`src/rtl/fetch_sequencer.sv`:
```
// Instruction fetch sequencer: IDLE -> FETCH -> LOAD -> EXEC loop with halt and branch handling.
// Optional memory timeout enabled by defining FETCH_TIMEOUT_EN.
module fetch_sequencer #(
  parameter int PC_WIDTH    = 8,
  parameter int MEM_TIMEOUT = 15
) (
  input  logic                clk,
  input  logic                reset,
  output logic                mem_req,
  output logic [PC_WIDTH-1:0] mem_addr,
  input  logic                mem_ack,
  input  logic [7:0]          mem_data,
  output logic [7:0]          instruction,
  output logic                LoadIR,
  input  logic                exec_done,
  input  logic                branch_taken,
  input  logic [PC_WIDTH-1:0] branch_target,
  input  logic                halt,
  output logic [PC_WIDTH-1:0] pc,
  output logic                fetch_error
);

  localparam logic [2:0] IDLE   = 3'd0;
  localparam logic [2:0] FETCH  = 3'd1;
  localparam logic [2:0] LOAD   = 3'd2;
  localparam logic [2:0] EXEC   = 3'd3;
  localparam logic [2:0] HALTED = 3'd4;
  localparam logic [2:0] ERROR  = 3'd5;

  if (MEM_TIMEOUT < 1 || MEM_TIMEOUT > 255) begin : g_bad_timeout
    $error("fetch_sequencer: MEM_TIMEOUT must be in 1..255");
  end

  logic [2:0] state;
  logic [2:0] next_state;
  logic       timeout_hit;

  assign mem_addr = pc;

  // Next-state decode; halt is only consulted when leaving IDLE or completing EXEC
  always_comb begin
    next_state = state;
    case (state)
      IDLE: begin
        if (halt) next_state = HALTED;
        else      next_state = FETCH;
      end
      FETCH: begin
        if (mem_ack)          next_state = LOAD;
        else if (timeout_hit) next_state = ERROR;
        else                  next_state = FETCH;
      end
      LOAD: next_state = EXEC;
      EXEC: begin
        if (exec_done) begin
          if (halt) next_state = HALTED;
          else      next_state = FETCH;
        end else begin
          next_state = EXEC;
        end
      end
      HALTED:  next_state = HALTED;
      ERROR:   next_state = ERROR;
      default: next_state = IDLE;
    endcase
  end

  // State, pc, latched instruction and registered strobes
  always_ff @(posedge clk or posedge reset) begin
    if (reset) begin
      state       <= IDLE;
      pc          <= {PC_WIDTH{1'b0}};
      instruction <= 8'h00;
      mem_req     <= 1'b0;
      LoadIR      <= 1'b0;
    end else begin
      state   <= next_state;
      mem_req <= (next_state == FETCH);
      LoadIR  <= (next_state == LOAD);
      if (state == FETCH && mem_ack) begin
        instruction <= mem_data;
      end else begin
        instruction <= instruction;
      end
      if (state == EXEC && exec_done) begin
        pc <= branch_taken ? branch_target : pc + PC_WIDTH'(1);
      end else begin
        pc <= pc;
      end
    end
  end

`ifdef FETCH_TIMEOUT_EN
  localparam logic [7:0] TIMEOUT_LAST = 8'(MEM_TIMEOUT - 1);

  logic [7:0] timeout_cnt;
  logic       error_flag;

  assign timeout_hit = (timeout_cnt == TIMEOUT_LAST);
  assign fetch_error = error_flag;

  // Counts unacknowledged FETCH cycles; held at zero outside FETCH so every entry starts fresh
  always_ff @(posedge clk or posedge reset) begin
    if (reset) begin
      timeout_cnt <= 8'd0;
      error_flag  <= 1'b0;
    end else begin
      if (state == FETCH && !mem_ack) begin
        timeout_cnt <= timeout_cnt + 8'd1;
      end else begin
        timeout_cnt <= 8'd0;
      end
      if (state == FETCH && next_state == ERROR) begin
        error_flag <= 1'b1;
      end else begin
        error_flag <= error_flag;
      end
    end
  end
`else
  assign timeout_hit = 1'b0;
  assign fetch_error = 1'b0;
`endif

endmodule

```
`config.mk`:
```
export PLATFORM = sky130hd
export DESIGN_NAME = fetch_sequencer
export DESIGN_NICKNAME = d
export VERILOG_FILES = /design/src/rtl/fetch_sequencer.sv
export SDC_FILE = /design/constraint.sdc
export NUM_CORES = 1
export LEC_CHECK = 0
export CORE_UTILIZATION = 42
export DETAILED_ROUTE_END_ITERATION = 10
export GPL_TIMING_DRIVEN = 1
export HOLD_SLACK_MARGIN = 0.06
export PLACE_DENSITY = 0.87
export SETUP_SLACK_MARGIN = 0.4
export SLEW_MARGIN = 20
export SYNTH_ARGS = -nofsm -noshare
export SYNTH_HDL_FRONTEND = slang
export SYNTH_SLANG_ARGS = --single-unit
```
`constraint.sdc`:
```
create_clock -name clk -period 1.47 [get_ports clk]
set_input_delay 0.2205 -clock clk [delete_from_list [all_inputs] [get_ports clk]]
set_output_delay 0.2205 -clock clk [all_outputs]
set_load 0.05 [all_outputs]
```
==> key figures, run 1 <==
Synthesis
  – Ys async rst share: 1.00
  – Most common cell in the netlist: dfrtp_1
  – Mapped cell area: 1150 µm²
  – Mapped Cells: 109
  – YS warnings: 0
  – Syn avg cell area: 10.6 µm²
  – Area leader, netlist: dfrtp_1
  – Most frequent cells after synthesis: dfrtp_1, buf_4, mux2_2, nor2_1
  – Seq/Total Area, Yosys: 0.456
  – Top cells by area, synth: dfrtp_1, mux2_2, buf_4
  – Number of flops mapped to enable cells by yosys: 0
  – Synthesized Nets: 132
  – Top cell type's share of synthesized area: 0.456
  – Synth Flop Type: dfrtp_1
  – Synth cell types: 35
  – Synthesized flop and latch total: 21

STA
  – Period utilization: 0.903
  – Final WS setup: 143 ps
  – Final Hold Violating Endpoints: 0
  – RSZ-0062 raised after global routing: true
  – Crit path time final: 1330 ps
  – Hold slack: 241 ps
  – Clock Skews: 1.60 ps
  – Setup TNS: 0 ps
  – Max Slew Vio Count: 0
  – Final setup viols: 0
  – Max Clock Freq: 0.754 GHz

Floorplanning
  – Die Y: 54.4 µm
  – DIE WIDTH: 54.4 µm
  – Starting density of the core: 0.453
  – Die area: 2960 µm²
  – Core area: 2540 µm²
  – Placement Rows: 18
  – I/O Pins: 49

GRT
  – Largest net degree at the start of global routing: 22
  – Initial antenna violation count: 0
  – Vias in the first global route: 1062
  – M3 GR Usage: 0.0333
  – Overflow after GRT: 0
  – Met1 Resource Use GR: 0.256
  – Met2 Use GR: 0.421
  – First-pass GRT wire length: 4650 µm
  – Layer with the highest usage: met2
  – Gr usage total: 0.220

CTS
  – CTS sink cnt: 21
  – H-Tree Depth: 1
  – CTS tree: yes
  – Root Buffer: clkbuf_4
  – Num CTS Buffers: 3
  – Clk slew on worst S/H paths: 120 ps
  – Max clock buf depth: 2
  – Clock Latency Late Sink: 300 ps

Power
  – Comb pwr share: 0.189
  – P_int: 798 µW
  – Leakage: 0.000974 µW
  – Clock power share: 0.256
  – PD cells: 503 nW/µm²
  – Max IR drop VDD: 0.519 mV
  – Switching part of the total: 0.257
  – Sequential Power Share: 0.554
  – Sw power: 276 µW
  – Pwr Total: 1070 µW

Setup path
  – CP startpoint kind: register
  – Worst path required time: 1670 ps
  – Worst setup startpoint: state[2]
  – FF-to-FF path depth: 4
  – Critical Path AT: 1530 ps
  – Worst flop-to-flop path startpoint: state[2]
  – Crit Path Class: reg2reg
  – Worst setup EP type: register
  – CP Max Fanout: 10

Route
  – Vias: 1083
  – DRC viols: 0
  – Via density: 5.18
  – Final WL: 3010 µm
  – Detailed Route Iter0 Violations: 11
  – DRT Pass-1 Iters: 4
  – Detail Route Antenna Nets: 0
  – WL per Instance: 14.4 µm

Flow run
  – Max Cap Viol: 0

Min path
  – Hold Crit Class: in2async

Finish
  – Layout cells sized above 1: 0.520
  – Area growth syn-to-layout: 85.2%
  – Fin area: 2130 µm²
  – # diodes: 0
  – Final Net Count: 203

Placed design
  – GPL Wtd Cong: 0.807
  – DP Area: 1850 µm²
  – Hpwl dp: 2010 µm
  – Port bufs: 47
  – Pre-CTS setup slack: -82.8 ps

Outcome
  – Outcome: complete, no violations
-- critical path: stages (launching register included) --
cell	delay [ps]
dfrtp_2	460
and4b_1	310
buf_12	140
o21ai_0	90
a22o_1	230
-- power groups by stage --
| stage | sequential, µW | combinational (µW) | clock, µW |
|---|---|---|---|
| floorplan | 639 | 52.9 | 0 |
| global placement | 605 | 182 | 0 |
| detailed placement | 605 | 186 | 0 |
| CTS | 595 | 197 | 285 |
| global route | 597 | 218 | 322 |
| finish | 596 | 203 | 275 |
-- layout make-up --
cell class	count	area, µm²
clock buffers	3	22.5
clock inverters	1	5.00
fillers	138	410
inverters	4	15.0
multi-input cells	69	559
flip-flops and latches	21	537
well taps	30	37.5
repair buffers	81	958
-- final timing paths --
path / end / slack [ps]
worst max-delay path: mem_addr[2] / 140
worst min-delay path: mem_addr[4] / 240
worst min register to register: instruction[5] / 550
min in group clk: instruction[6] / 520
worst max register to register: mem_addr[2] / 140
max in group asynchronous: mem_addr[5] / 1000
-- layer usage --
metal,vias up,part of all wire
li1,527,-
met1,509,0.39
met2,45,0.55
met3,2,0.051
met4,0,0.0083
met5,-,0
-- cell usage in the layout (no fill, tap or decap), types with 2 or more instances in the layout --
cell type and instances:
nand3_1 3, buf_12 19, o21ai_1 2, nand2_1 4, a21oi_1 5, buf_4 25, nand2b_1 2, dfrtp_2 9
nor2_1 8, o21ai_0 4, clkdlybuf4s50_1 21, a22o_1 4, dfrtp_1 12, a211o_1 2, clkbuf_4 3, mux2_2 7
and3_1 2, inv_1 4, nand4_1 2, mux2_4 2, buf_6 16, nand4b_1 2
-- kinds of logic after synthesis --
family,count (synthesis),synth area share
AND/OR/NAND/NOR,32,0.167
AO/OA/AOI/OAI,24,0.146
flip-flops,21,0.456
buffers and inverters,19,0.109
multiplexers,11,0.109
adder cells (fa/ha/maj),1,0.0109
other,1,0.00325
-- registers in the layout, summed over array words and instances, names as in the netlist --
signal,count
instruction,8
LoadIR,1
mem_addr,8
state,3
mem_req,1
-- through the flow --
step           instances  utilization
2_1_floorplan        109            -
3_3_place_gp         183        0.727
3_5_place_dp         183        0.727
4_1_cts              204        0.811
5_1_grt              209        0.839
6_report             209        0.839
-- what timing repair did --
| action | 4_1_cts | 5_1_grt |
|---|---|---|
| buffers inserted | 17 | 5 |
| setup endpoints to repair | 45 | 45 |
| resized for setup | 17 | 7 |
| hold buffers | 0 | 0 |
| pin swaps | 4 | 7 |
No activity file was read; power rests on OpenSTA's default activity.
==> inputs of run 2 (changes only) <==
Settings changed: REMOVE_ABC_BUFFERS from default to 1, TNS_END_PERCENT from default to 100.
==> key figures, run 2 (synthesis gave the netlist of run 1 again) <==
Setup path
  – Worst path required time: 1680 ps (about the same)
  – CP Max Fanout: 9 (-1)
  – Highest cell delay on the worst timing path: 430 ps (-30 ps)
  – CP startpoint kind: register
  – Worst setup EP type: register
  – CP max-delay cell: dfrtp_2
  – CP Cell Sequence: buf_4, nor3_4, buf_12, mux2_2
  – Crit Path Class: reg2reg
  – Critical Path AT: 1560 ps (+30 ps)

Finish
  – Area growth syn-to-layout: 80.3%
  – Final cell count without fillers: 201 (-3.8%)
  – Fin area: 2080 µm² (-2.6%)
  – Most frequent cells in the layout: clkdlybuf4s50_1, buf_6, buf_12, dfrtp_1, buf_4
  – Final Net Count: 195 (-3.9%)
  – Filler cells: 145 (+5.1%)
  – Most common cell after layout, fill and taps aside: clkdlybuf4s50_1
  – # diodes: 0 (unchanged)
  – Layout cells sized above 1: 0.515 (-0.00493)

GRT
  – Initial antenna violation count: 0 (unchanged)
  – Gr usage total: 0.216 (-0.00436)
  – Vias in the first global route: 992 (-6.6%)
  – First-pass GRT wire length: 4470 µm (-3.8%)
  – Overflow after GRT: 0 (unchanged)
  – Largest net degree at the start of global routing: 22 (unchanged)

STA
  – Max Clock Freq: 0.743 GHz (-1.5%)
  – Period utilization: 0.916 (+0.0133)
  – Hold slack: 208 ps (-32.5 ps)
  – Final setup viols: 0 (unchanged)
  – Final Hold Violating Endpoints: 0 (unchanged)
  – Max Slew Vio Count: 0 (unchanged)
  – Crit path time final: 1350 ps (+19.6 ps)
  – Final WS setup: 124 ps (-19.6 ps)
  – Clock Skews: 7.51 ps (+5.91 ps)
  – RSZ-0062 raised after global routing: true

Route
  – DRC viols: 1 (+1)
  – Detail Route Antenna Nets: 0 (unchanged)
  – Vias: 1094 (+1.0%)
  – Via density: 5.44 (+5.0%)
  – Final WL: 3300 µm (+9.7%)
  – WL per Instance: 16.4 µm (+14%)
  – Detailed Route Iter0 Violations: 32 (+21)
  – DRT Pass-1 Iters: 7 (+3)

Placed design
  – Pre-CTS setup slack: -156 ps (-73.1 ps)
  – GPL Wtd Cong: 0.759 (-5.9%)
  – Port bufs: 47 (unchanged)
  – Placed cell count: 183 (unchanged)
  – Hpwl dp: 2160 µm (+7.7%)
  – DP Area: 1800 µm² (-2.6%)

Outcome
  – Outcome: finished, violations left
  – Failing checks: design-rule violations

CTS
  – CTS sink cnt: 21 (unchanged)
  – H-Tree Depth: 1 (unchanged)
  – Clock Latency Late Sink: 310 ps (about the same)
  – CTS tree: yes
  – Clk slew on worst S/H paths: 130 ps (about the same)
  – Num CTS Buffers: 3 (unchanged)
  – Max clock buf depth: 2 (unchanged)
  – Post-CTS Hold Buffers: 0 (unchanged)
  – Root Buffer: clkbuf_4

Power
  – Switching part of the total: 0.269 (+0.0115)
  – Pwr Total: 1080 µW (+0.74%)
  – PD cells: 521 nW/µm² (+3.5%)
  – Leakage: 0.000948 µW (-2.7%)
  – Max IR drop VDD: 0.538 mV (+3.5%)
  – Sequential Power Share: 0.549 (-0.005)
  – P_int: 792 µW (-0.83%)
  – Comb pwr share: 0.179 (-0.010)
  – Clock power share: 0.272 (+0.016)
  – Sw power: 291 µW (+5.3%)

Flow run
  – Max Cap Viol: 0 (unchanged)

Floorplanning
  – I/O Pins: 49 (unchanged)
  – DIE WIDTH: 54.4 µm (unchanged)
  – Die Y: 54.4 µm (unchanged)
  – Die area: 2960 µm² (unchanged)
  – Starting density of the core: 0.453 (unchanged)
  – Core area: 2540 µm² (unchanged)
  – Placement Rows: 18 (unchanged)

Min path
  – Hold Crit Class: in2reg
[run 2: cell count changes in the layout (fill, tap and decap cells not counted), moves of 2 or more]
cell,before,now
buf_6,16,19
o21ai_0,4,2
dfrtp_1,12,14
nor2_1,8,6
buf_4,25,14
dfrtp_2,9,7
[run 2: repair_timing]
action	CTS	global route
pin swaps	3	10
setup buffers	7	6
resized for setup	23	26
setup endpoints to repair	45	45
hold endpoints to repair	0	0
gates cloned	1	0
[run 2: stage by stage]
stage                     utilization  TNS, ps
final                           0.817        0
after global routing            0.817        0
after floorplan                     -    -1790
after detailed placement        0.707    -1420
after CTS                       0.768        0
after global placement          0.707     -705
[run 2: critical path: cells and delay by family (launching register included)]
| kind | cells | cell delay [ps] |
|---|---|---|
| buffers and inverters | 2 | 300 |
| flip-flops | 1 | 430 |
| multiplexers | 1 | 330 |
| AND/OR/NAND/NOR | 1 | 190 |
[run 2: path summary, 6_finish.rpt]
path	depth (start not counted)	slack (ps)	startpoint	to
setup / recovery	4	120	state[2]	instruction[5]
hold / removal	2	210	exec_done	state[1]
setup reg to reg	4	120	state[2]	instruction[5]
hold reg to reg	1	550	instruction[3]	instruction[3]
max in group asynchronous	3	1010	reset	state[2]
min in group asynchronous	3	230	reset	mem_addr[6]
[run 2: area by class of cell]
| class | count | area (µm²) | share of cell area |
|---|---|---|---|
| clock buffers | 3 | 22.5 | 0.0108 |
| clock inverters | 1 | 7.51 | 0.00361 |
| inverters | 4 | 15.0 | 0.00722 |
| multi-input cells | 69 | 554 | 0.267 |
| flip-flops and latches | 21 | 534 | 0.257 |
| well taps | 30 | 37.5 | 0.0181 |
| repair buffers | 73 | 907 | 0.436 |
[run 2: power by group through the flow]
stage | Sequential (µW) | Clock [µW] | Combinational, µW
global placement | 604 | 0 | 176
CTS | 594 | 291 | 191
global route | 596 | 340 | 207
detailed placement | 604 | 0 | 181
floorplan | 639 | 0 | 42.7
finish | 594 | 294 | 194
[run 2: per-layer routing]
layer / vias up / part of all wire / GRT usage
met5: - / 0 / 0
met4: 0 / 0.015 / 0.0598
met3: 8 / 0.042 / 0.0167
met2: 48 / 0.57 / 0.402
met1: 533 / 0.37 / 0.262
li1: 505 / - / -
==> inputs of run 3 (changes only) <==
Settings changed: CTS_CLUSTER_SIZE from default to 28.
==> results of run 3 <==
Final layout, timing and power as in run 2 (identical DEF).
